### src/rtl/xmit_prio_sched.sv
// ---------------------------------------------------------------------------
// xmit_prio_sched
//
// Transmit frame scheduler. Pops one 24-bit control word from the
// high- or low-priority control FIFO, checks the frame length, and
// either starts the PHY transmitter or drops the frame. After each
// transmitted frame it holds off for an inter-frame gap.
//
// Control word: [11:0] length in bytes, [23:12] copy of the length.
// A frame is accepted when the copy matches and MIN_LEN <= len <= MAX_LEN.
//
// Optional feature macro: STARVE_GUARD_EN
//   Defined     : after HI_BURST_MAX consecutive hi grants, a pending lo
//                 frame is granted ahead of hi.
//   Not defined : strict priority, hi always wins.
//
// Ports
//   clk_sys        in   system clock
//   reset          in   asynchronous active-high reset
//   hi_ctrl_valid  in   hi control FIFO non-empty (show-ahead)
//   hi_ctrl_in     in   hi control word at FIFO head
//   hi_ctrl_rd     out  pop hi control FIFO
//   lo_ctrl_valid  in   lo control FIFO non-empty (show-ahead)
//   lo_ctrl_in     in   lo control word at FIFO head
//   lo_ctrl_rd     out  pop lo control FIFO
//   tx_done        in   transmitter finished the current frame (pulse)
//   tx_start       out  start pulse for the granted frame
//   tx_sel         out  queue of the granted frame (1 = hi), held
//   tx_len         out  byte length of the granted frame, held
//   discard_en     out  pulse: popped frame was dropped
//   discard_sel    out  queue of the dropped frame
//   sched_busy     out  high whenever the scheduler is not idle
// ---------------------------------------------------------------------------
module xmit_prio_sched #(
   parameter logic [11:0] MAX_LEN      = 12'd1518,
   parameter logic [11:0] MIN_LEN      = 12'd64,
   parameter int          IFG_CYCLES   = 12,
   parameter int          HI_BURST_MAX = 4
) (
   input  logic        clk_sys,
   input  logic        reset,
   input  logic        hi_ctrl_valid,
   input  logic [23:0] hi_ctrl_in,
   output logic        hi_ctrl_rd,
   input  logic        lo_ctrl_valid,
   input  logic [23:0] lo_ctrl_in,
   output logic        lo_ctrl_rd,
   input  logic        tx_done,
   output logic        tx_start,
   output logic        tx_sel,
   output logic [11:0] tx_len,
   output logic        discard_en,
   output logic        discard_sel,
   output logic        sched_busy
);

   if (HI_BURST_MAX < 1 || IFG_CYCLES < 0 || MIN_LEN > MAX_LEN) begin : g_param_check
      $error("xmit_prio_sched: illegal parameter combination");
   end

   typedef enum logic [1:0] {IDLE, CHECK, XMIT, IFG} state_t;

   state_t      state_q, state_d;
   logic [23:0] ctrl_q, ctrl_d;
   logic        sel_q, sel_d;
   logic [15:0] ifg_cnt_q, ifg_cnt_d;
   logic        tx_start_q, tx_start_d;
   logic        tx_sel_q, tx_sel_d;
   logic [11:0] tx_len_q, tx_len_d;
   logic        discard_en_q, discard_en_d;
   logic        discard_sel_q, discard_sel_d;
   logic        grant_hi, grant_lo;
   logic        frame_ok;

`ifdef STARVE_GUARD_EN
   logic [7:0]  burst_q, burst_d;
   logic        force_lo;

   assign force_lo = (burst_q == 8'(HI_BURST_MAX)) && lo_ctrl_valid;
`endif

   // Grant decision is combinational so the pop and the latch of the
   // head word happen on the same clock edge.
   always_comb begin
      grant_hi = 1'b0;
      grant_lo = 1'b0;
      if (state_q == IDLE) begin
`ifdef STARVE_GUARD_EN
         if (lo_ctrl_valid && (force_lo || !hi_ctrl_valid)) begin
            grant_lo = 1'b1;
         end else if (hi_ctrl_valid) begin
            grant_hi = 1'b1;
         end
`else
         if (hi_ctrl_valid) begin
            grant_hi = 1'b1;
         end else if (lo_ctrl_valid) begin
            grant_lo = 1'b1;
         end
`endif
      end
   end

   assign frame_ok = (ctrl_q[23:12] == ctrl_q[11:0]) &&
                     (ctrl_q[11:0] >= MIN_LEN) && (ctrl_q[11:0] <= MAX_LEN);

   always_comb begin
      state_d       = state_q;
      ctrl_d        = ctrl_q;
      sel_d         = sel_q;
      ifg_cnt_d     = ifg_cnt_q;
      tx_start_d    = 1'b0;
      tx_sel_d      = tx_sel_q;
      tx_len_d      = tx_len_q;
      discard_en_d  = 1'b0;
      discard_sel_d = discard_sel_q;
      case (state_q)
         IDLE: begin
            if (grant_hi || grant_lo) begin
               ctrl_d  = grant_hi ? hi_ctrl_in : lo_ctrl_in;
               sel_d   = grant_hi;
               state_d = CHECK;
            end
         end
         CHECK: begin
            if (frame_ok) begin
               tx_start_d = 1'b1;
               tx_sel_d   = sel_q;
               tx_len_d   = ctrl_q[11:0];
               state_d    = XMIT;
            end else begin
               discard_en_d  = 1'b1;
               discard_sel_d = sel_q;
               state_d       = IDLE;
            end
         end
         XMIT: begin
            if (tx_done) begin
               if (IFG_CYCLES > 0) begin
                  ifg_cnt_d = 16'(IFG_CYCLES - 1);
                  state_d   = IFG;
               end else begin
                  state_d = IDLE;
               end
            end
         end
         IFG: begin
            // Counter runs IFG_CYCLES-1 .. 0, giving exactly IFG_CYCLES gap cycles.
            if (ifg_cnt_q == 16'd0) begin
               state_d = IDLE;
            end else begin
               ifg_cnt_d = ifg_cnt_q - 16'd1;
            end
         end
         default: state_d = IDLE;
      endcase
   end

`ifdef STARVE_GUARD_EN
   // Discarded frames were popped too, so they count as grants here.
   always_comb begin
      burst_d = burst_q;
      if (grant_lo) begin
         burst_d = 8'd0;
      end else if (grant_hi && (burst_q != 8'(HI_BURST_MAX))) begin
         burst_d = burst_q + 8'd1;
      end
   end
`endif

   always_ff @(posedge clk_sys or posedge reset) begin
      if (reset) begin
         state_q       <= IDLE;
         ctrl_q        <= 24'd0;
         sel_q         <= 1'b0;
         ifg_cnt_q     <= 16'd0;
         tx_start_q    <= 1'b0;
         tx_sel_q      <= 1'b0;
         tx_len_q      <= 12'd0;
         discard_en_q  <= 1'b0;
         discard_sel_q <= 1'b0;
`ifdef STARVE_GUARD_EN
         burst_q       <= 8'd0;
`endif
      end else begin
         state_q       <= state_d;
         ctrl_q        <= ctrl_d;
         sel_q         <= sel_d;
         ifg_cnt_q     <= ifg_cnt_d;
         tx_start_q    <= tx_start_d;
         tx_sel_q      <= tx_sel_d;
         tx_len_q      <= tx_len_d;
         discard_en_q  <= discard_en_d;
         discard_sel_q <= discard_sel_d;
`ifdef STARVE_GUARD_EN
         burst_q       <= burst_d;
`endif
      end
   end

   // Pops are masked while reset is asserted so every output reads 0 then.
   assign hi_ctrl_rd  = grant_hi && !reset;
   assign lo_ctrl_rd  = grant_lo && !reset;
   assign tx_start    = tx_start_q;
   assign tx_sel      = tx_sel_q;
   assign tx_len      = tx_len_q;
   assign discard_en  = discard_en_q;
   assign discard_sel = discard_sel_q;
   assign sched_busy  = (state_q != IDLE);

endmodule

### config.mk
export PLATFORM = sky130hd
export DESIGN_NAME = xmit_prio_sched
export DESIGN_NICKNAME = d
export VERILOG_FILES = /design/src/rtl/xmit_prio_sched.sv
export SDC_FILE = /design/constraint.sdc
export NUM_CORES = 1
export LEC_CHECK = 0
export ABC_AREA = 1
export BUFFER_PORTS_ARGS = -buffer_cell sky130_fd_sc_hd__buf_2
export CORE_MARGIN = 2
export CORE_UTILIZATION = 60
export CTS_BUF_LIST = sky130_fd_sc_hd__clkbuf_8
export DETAILED_ROUTE_END_ITERATION = 12
export GPL_ROUTABILITY_DRIVEN = 0
export PLACE_DENSITY = 0.88
export SETUP_SLACK_MARGIN = 0.4
export SLEW_MARGIN = 20
export SYNTH_ARGS = -nofsm -noshare
export SYNTH_HDL_FRONTEND = slang
export SYNTH_SLANG_ARGS = --single-unit
export TNS_END_PERCENT = 5
### constraint.sdc
create_clock -name clk_sys -period 5.36 [get_ports clk_sys]
set_clock_uncertainty 0.15 [all_clocks]
set_input_delay 0.804 -clock clk_sys [delete_from_list [all_inputs] [get_ports clk_sys]]
set_output_delay 0.804 -clock clk_sys [all_outputs]
set_load 0.03 [all_outputs]
==> impl_metrics.tcl, run 1 <==
set metrics [dict create \
    status "complete, no violations" \
    die_w_um 76.6 \
    placedCellCount 535 \
    synth_edf_count 0 \
    rsz0062_at_grt "false" \
    nets 530 \
    whs_ns 0.321 \
    overflow 0 \
    fmax_mhz 367 \
    cts_resized 0 \
    area_growth_syn_to_layout_pct 18.9 \
    start_util_pct 61.9 \
    irDropWorstVdd_uv 258 \
    synth_top_cell_by_area "dfrtp_1" \
    antenna_found_initial 0 \
    vias_per_cell 5.39 \
    detail-route-antenna-nets 0 \
    grt_pass1_vias 2723 \
    placement.io_buffers 71 \
    synth-compound-area-share_pct 12.2 \
    vias 2972 \
    rows 26 \
    max_slew_margin_pct 31.4 \
    p_switching_uw 680 \
    synth_top_area_share_pct 46.7 \
    power.density_nw_per_um2 461 \
    final-setup-viol-count 0 \
    leakagePower_uw 0.00201 \
    clk_pin_slew_ns 0.07 \
    pwr-share-comb_pct 33.5 \
    track_usage_pct 25.6 \
    avgSynthCellArea_um2 7.77 \
    synthTopCellsByCount "nand2_1, dfrtp_1, nor2_1" \
    fp.coreArea_um2 5110 \
    final_cells 551 \
    crit_path_end_kind "output port" \
    hold_path.class "reg -> reg" \
    maxSlewViolCount 0 \
    crit_chain "nor2_1 -> nand2_2 -> nor2_1 -> buf_2" \
    power.share.clock_pct 26.7 \
    ys.flop_type "dfrtp_1" \
    numCtsBuffers 9 \
    wirelength_um 7040 \
    ys_types 32 \
    synth_area_um2 3160 \
    synth.mux.area_fraction_pct 0 \
    synthArstFlopShare_pct 100 \
    cts_root_buf "clkbuf_8" \
    worstSetupPathType "reg -> out" \
    cp_max_fo 28 \
    seq_area_frac_synth_pct 46.7 \
    grt_pass1_wl_um 11900 \
    yosys_warnings 0 \
    synth_adder_area_share_pct 0.396 \
    fin_tns_setup_ns 0 \
    crit_buf_inv 1 \
    pwr-share-seq_pct 39.8 \
    yosysMostFrequentCell "nand2_1" \
    synth.ff_latch_count 59 \
    htreeDepth 3 \
    synth_top_family_by_area "simple AND/OR/NAND/NOR gates" \
    die_height_um 76.6 \
    cp_top_family "simple AND/OR/NAND/NOR gates" \
    crit_required_ns 4.41 \
    place_hpwl_um 4810 \
    clk_path_buf_depth 2 \
    synth_fp_nets 461 \
    cp-start-kind "flip-flop" \
    antenna_cells 0 \
    fill_cells 399 \
    grt_max_degree 60 \
    cts_tree "done" \
    post_cts.repair.setup_buffers 0 \
    arrival_ns 1.77 \
    p_sw_share_pct 39.3 \
    finalCritPeriodShare_pct 50.9 \
    final_layout_size_suffix_gt1_share_pct 24.9 \
    cts.hold.buffers_added 0 \
    finalHoldViolCount 0 \
    clock-sinks 59 \
    synth.area.top_cells "dfrtp_1, nand2_1, nor2_1, o21ai_0, inv_1" \
    max_cap_violations 0 \
    dieArea_um2 5860 \
    post_drt_wl_per_cell_um 12.8 \
    drtPass1Iterations 5 \
    io_pins 72 \
    route.detailed.drc 0 \
    yosys.area_share.simple_pct 29.8 \
    period_needed_ns 2.73 \
    synth_xor_area_share_pct 1.94 \
    internal_power_uw 1050 \
    synthCells 407 \
    crit_path_top_delay_cell "dfrtp_1" \
    slowest_delay_ns 0.43 \
    critPathMostFrequentCell "nor2_1" \
    clk_latency_ns 0.34 \
    drt_iter0_drc 173 \
    worstMarginPinSlew_ns 1.02 \
]
-- logic make-up (layout without fill, tap and decap cells) --
family,count (synthesis),count (layout)
simple gates,206,206
compound gates,67,67
buf+inv,67,141
flops,59,59
xor+xnor,7,7
fa+ha+maj,1,1
-- worst paths after layout --
check | cells after the start | slack, ns | end | startpoint
hold / removal | 2 | 0.32 | tx_len[10] | tx_len[10]
setup / recovery | 4 | 2.63 | hi_ctrl_rd | flip-flop
min in group asynchronous | 3 | 0.54 | tx_len[7] | reset
hold reg to reg | 2 | 0.32 | tx_len[10] | tx_len[10]
max in group asynchronous | 3 | 4.04 | ifg_cnt_q[13] | reset
setup reg to reg | 5 | 3.02 | ctrl_q[17] | flip-flop
-- power groups by stage --
stage          Combinational [µW]  Clock, µW  Sequential (µW)
2_1_floorplan                 444          0              682
3_3_place_gp                  549          0              688
3_5_place_dp                  568          0              692
4_1_cts                       580        467              686
5_1_grt                       656        483              706
6_report                      581        461              689
-- per-layer routing --
metal  vias to the layer above  global-route usage (%)  wire [µm]
li1                       1470                       -          -
met3                        17                    5.09        387
met4                         0                    13.1        202
met2                       110                    41.5       3430
met1                      1375                    32.8       3020
met5                         -                       0          0
-- worst min-delay path: stages, from the launching register on --
cell     delay [ns]
dfrtp_1        0.34
nand2_1        0.05
nand2_1        0.05
-- layout by cell type, fill, tap and decap left out --
cell | synthesis | final
nor3_1 | 7 | 7
bufinv_16 | 0 | 2
nor2_4 | 3 | 3
nand4_1 | 15 | 15
buf_4 | 1 | 1
buf_2 | 7 | 71
o21ai_1 | 4 | 4
xnor2_1 | 1 | 1
nand3_4 | 1 | 1
or2_2 | 1 | 1
a21oi_1 | 2 | 2
o21ai_2 | 5 | 5
nand2_2 | 3 | 3
nand3_1 | 23 | 23
dfrtp_1 | 59 | 59
o2111ai_1 | 1 | 1
clkbuf_8 | 0 | 11
inv_1 | 42 | 41
inv_2 | 9 | 10
nor2_1 | 48 | 48
clkinv_2 | 1 | 4
nand4_4 | 1 | 1
o21ai_0 | 34 | 34
nand2_1 | 98 | 98
xor2_1 | 6 | 6
o22ai_1 | 20 | 20
clkinv_1 | 1 | 1
nand2_4 | 1 | 1
ha_1 | 1 | 1
nor2_2 | 2 | 2
nand3_2 | 3 | 3
a21oi_2 | 1 | 1
-- per-stage QoR --
stage          power (µW)  worst slack (ns)  utilization [%]  area, µm²
5_1_grt              1850              2.47             73.6       3760
4_1_cts              1730              2.64             73.6       3760
3_3_place_gp         1240              2.90             69.1       3530
2_1_floorplan        1130              2.85                -       3160
6_report             1730              2.63             73.6       3760
3_5_place_dp         1260              2.84             69.1       3530
-- final cells by class --
cell class	instances	area (µm²)	area share, %
repair buffers	72	363	9.66
multi-input cells	281	1400	37.4
flip-flops and latches	59	1480	39.3
clock buffers	11	151	4.03
inverters	53	200	5.33
well taps	70	87.6	2.33
clock inverters	5	75.1	2.00
-- flip-flops by register name (all words and copies together) (netlist names), named ones only --
register and cells:
discard_en 1, ifg_cnt_q 16, state_q 1, ctrl_q 24, tx_len 12, sel_q 1, discard_sel 1, tx_sel 1
tx_start 1
Note: power is estimated with default switching activity, not from simulation.
==> inputs of run 2 (changes only) <==
--- a/config.mk
+++ b/config.mk
@@ -5,14 +5,14 @@
 export SDC_FILE = /design/constraint.sdc
 export NUM_CORES = 1
 export LEC_CHECK = 0
-export ABC_AREA = 1
+export ABC_AREA = 0
 export BUFFER_PORTS_ARGS = -buffer_cell sky130_fd_sc_hd__buf_2
 export CORE_MARGIN = 2
-export CORE_UTILIZATION = 60
+export CORE_UTILIZATION = 55
 export CTS_BUF_LIST = sky130_fd_sc_hd__clkbuf_8
 export DETAILED_ROUTE_END_ITERATION = 12
 export GPL_ROUTABILITY_DRIVEN = 0
-export PLACE_DENSITY = 0.88
+export PLACE_DENSITY = 0.83
 export SETUP_SLACK_MARGIN = 0.4
 export SLEW_MARGIN = 20
 export SYNTH_ARGS = -nofsm -noshare
==> constraint.sdc (replaced) <==
create_clock -name clk_sys -period 2.65 [get_ports clk_sys]
set_clock_uncertainty 0.15 [all_clocks]
set_input_delay 0.3975 -clock clk_sys [delete_from_list [all_inputs] [get_ports clk_sys]]
set_output_delay 0.3975 -clock clk_sys [all_outputs]
set_load 0.03 [all_outputs]
==> run 2 against run 1 <==
Critical path depth did not move; via count fell by 23%; clock power grew 72%; flip-flop and latch count stayed put; wire length fell by 10%; critical endpoint is now lo_ctrl_rd; clock-buffer cell count increased by 3; combinational power is 40% higher; synthesized cell count is 34% lower; hold slack lost 0.20 ns; cell count down 24%.
==> impl_metrics.tcl, run 2 <==
set metrics [dict create \
    power.share.clock_pct 25.9 \
    dieArea_um2 5950 \
    crit_chain "nor2_1 -> nand2_1 -> nor3_1 -> buf_2" \
    synth_fp_nets 322 \
    detail-route-antenna-nets 0 \
    nets 397 \
    place_hpwl_um 4580 \
    synth_top_family_by_area "simple AND/OR/NAND/NOR gates" \
    irDropWorstVdd_uv 513 \
    synth_adder_area_share_pct 0.425 \
    wirelength_um 6330 \
    ys.flop_type "dfrtp_1" \
    route.detailed.drc 0 \
    cp_max_fo 13 \
    overflow 0 \
    finalCritPeriodShare_pct 81.4 \
    synth_edf_count 0 \
    ys_types 53 \
    seq_area_frac_synth_pct 50.2 \
    vias_per_cell 5.49 \
    pwr-share-comb_pct 26.5 \
    area_growth_syn_to_layout_pct 21.7 \
    rsz0062_at_grt "true" \
    p_switching_uw 1060 \
    numCtsBuffers 9 \
    fin_tns_setup_ns 0 \
    io_pins 72 \
    finalHoldViolCount 0 \
    drtPass1Iterations 4 \
    grt_max_degree 60 \
    synth.area.top_cells "dfrtp_1, mux2i_1, mux2_2, o21ai_0, nand2_1" \
    hold_path.class "in -> reg" \
    cts_root_buf "clkbuf_8" \
    max_slew_margin_pct 51.5 \
    crit_path_top_delay_cell "dfrtp_1" \
    crit_path_end_kind "output port" \
    synthTopCellsByCount "dfrtp_1, nand2_1, o21ai_0" \
    grt_pass1_vias 2422 \
    synth.ff_latch_count 59 \
    final_cells 417 \
    pwr-share-seq_pct 47.6 \
    antenna_found_initial 0 \
    maxSlewViolCount 0 \
    largest_reg_flops 24 \
    htreeDepth 3 \
    clock-sinks 59 \
    slowest_delay_ns 0.51 \
    yosys.area_share.simple_pct 15.5 \
    placement.io_buffers 71 \
    worstMarginPinSlew_ns 0.727 \
    leakagePower_uw 0.00163 \
    final-setup-viol-count 0 \
    clk_pin_slew_ns 0.06 \
    synth_top_cell_by_area "dfrtp_1" \
    clk_latency_ns 0.33 \
    track_usage_pct 23.6 \
    cp-start-kind "flip-flop" \
    synthCells 268 \
    p_sw_share_pct 34.8 \
    synth.mux.area_fraction_pct 13.1 \
    arrival_ns 1.61 \
    yosys_warnings 0 \
    die_height_um 77.1 \
    power_uw 3060 \
    synth_area_um2 2940 \
    worst_slack_ns 0.494 \
    post_drt_wl_per_cell_um 15.2 \
    synth-compound-area-share_pct 11.9 \
    cts_tree "done" \
    drt_iter0_drc 142 \
    yosysMostFrequentCell "dfrtp_1" \
    antenna_cells 0 \
    avgSynthCellArea_um2 11.0 \
    internal_power_uw 2000 \
    cts_resized 0 \
    period_needed_ns 2.16 \
    final_common_cell "buf_2" \
    rows 26 \
    start_util_pct 57.2 \
    grt_pass1_wl_um 11200 \
    worstSetupPathType "reg -> out" \
    crit_required_ns 2.10 \
    post-place-ws_ns 0.479 \
    post_cts.repair.setup_buffers 0 \
    cts.hold.buffers_added 0 \
    fp.coreArea_um2 5140 \
    power.density_nw_per_um2 855 \
    final_layout_size_suffix_gt1_share_pct 35.2 \
    die_w_um 77.1 \
    top_register "ctrl_q" \
    fmax_mhz 464 \
    layout_common_cells "buf_2, dfrtp_1, nand2_1" \
    synth_xor_area_share_pct 5.66 \
    max_cap_violations 0 \
    clk_path_buf_depth 2 \
    vias 2289 \
    status "complete, no violations" \
    synthArstFlopShare_pct 100 \
    placedCellCount 402 \
    synth_top_area_share_pct 50.2 \
]
-- run 2: power by group through the flow --
stage / combinational (µW) / sequential, µW / clock (µW)
after floorplan: 593 / 1410 / 0
final: 813 / 1460 / 791
after global routing: 925 / 1490 / 856
after CTS: 807 / 1460 / 808
after global placement: 762 / 1460 / 0
after detailed placement: 803 / 1470 / 0
-- run 2: path summary, 6_finish.rpt --
check / slack [ns] / cells after the start / from / endpoint
worst max-delay path: 0.49 / 4 / state_q[0] / lo_ctrl_rd
worst min-delay path: 0.12 / 3 / hi_ctrl_in[15] / ctrl_q[15]
worst max register to register: 0.53 / 6 / ctrl_q[10] / tx_len[3]
worst min register to register: 0.35 / 1 / tx_len[4] / tx_len[4]
max in group asynchronous: 1.70 / 3 / reset / tx_start
min in group asynchronous: 0.17 / 3 / reset / discard_sel
-- run 2: worst max-delay path: cells and delay by family (launching register included) --
kind	cells	cell delay, ns
buffers and inverters	1	0.23
AND/OR/NAND/NOR	3	0.54
flip-flops	1	0.51
-- run 2: layout make-up --
class	count	area, µm²
Fill cell	396	1560
Sequential cell	59	1480
Multi-Input combinational cell	189	1390
Timing Repair Buffer	78	408
Clock buffer	14	193
Tap cell	70	87.6
Inverter	6	26.3
Clock inverter	1	5.00
-- run 2: per-stage QoR --
stage / cell area (µm²) / hold WS (ns) / utilization (%)
after floorplan: 2950 / 0.312 / -
after global placement: 3380 / 0.337 / 65.7
after detailed placement: 3380 / 0.341 / 65.7
after CTS: 3570 / 0.108 / 69.5
after global routing: 3580 / 0.118 / 69.7
final: 3580 / 0.122 / 69.7
-- run 2: kinds of logic (layout without fill, tap and decap cells) --
family,count (synthesis),after routing
xor gates and xnor gates,19,19
DFF,59,59
and+or+nand+nor,82,82
adders and majority gates,1,1
muxes,37,37
AOI/OAI and AO/OA,50,50
buffers and inverters,20,99
-- run 2: layer usage --
layer  routed length [µm]  GRT usage, %  up-vias
met4                  117          9.64        0
met5                    0             0        -
li1                     -             -     1107
met1                 2870          30.3     1109
met2                 3040          37.7       61
met3                  313          6.47       12
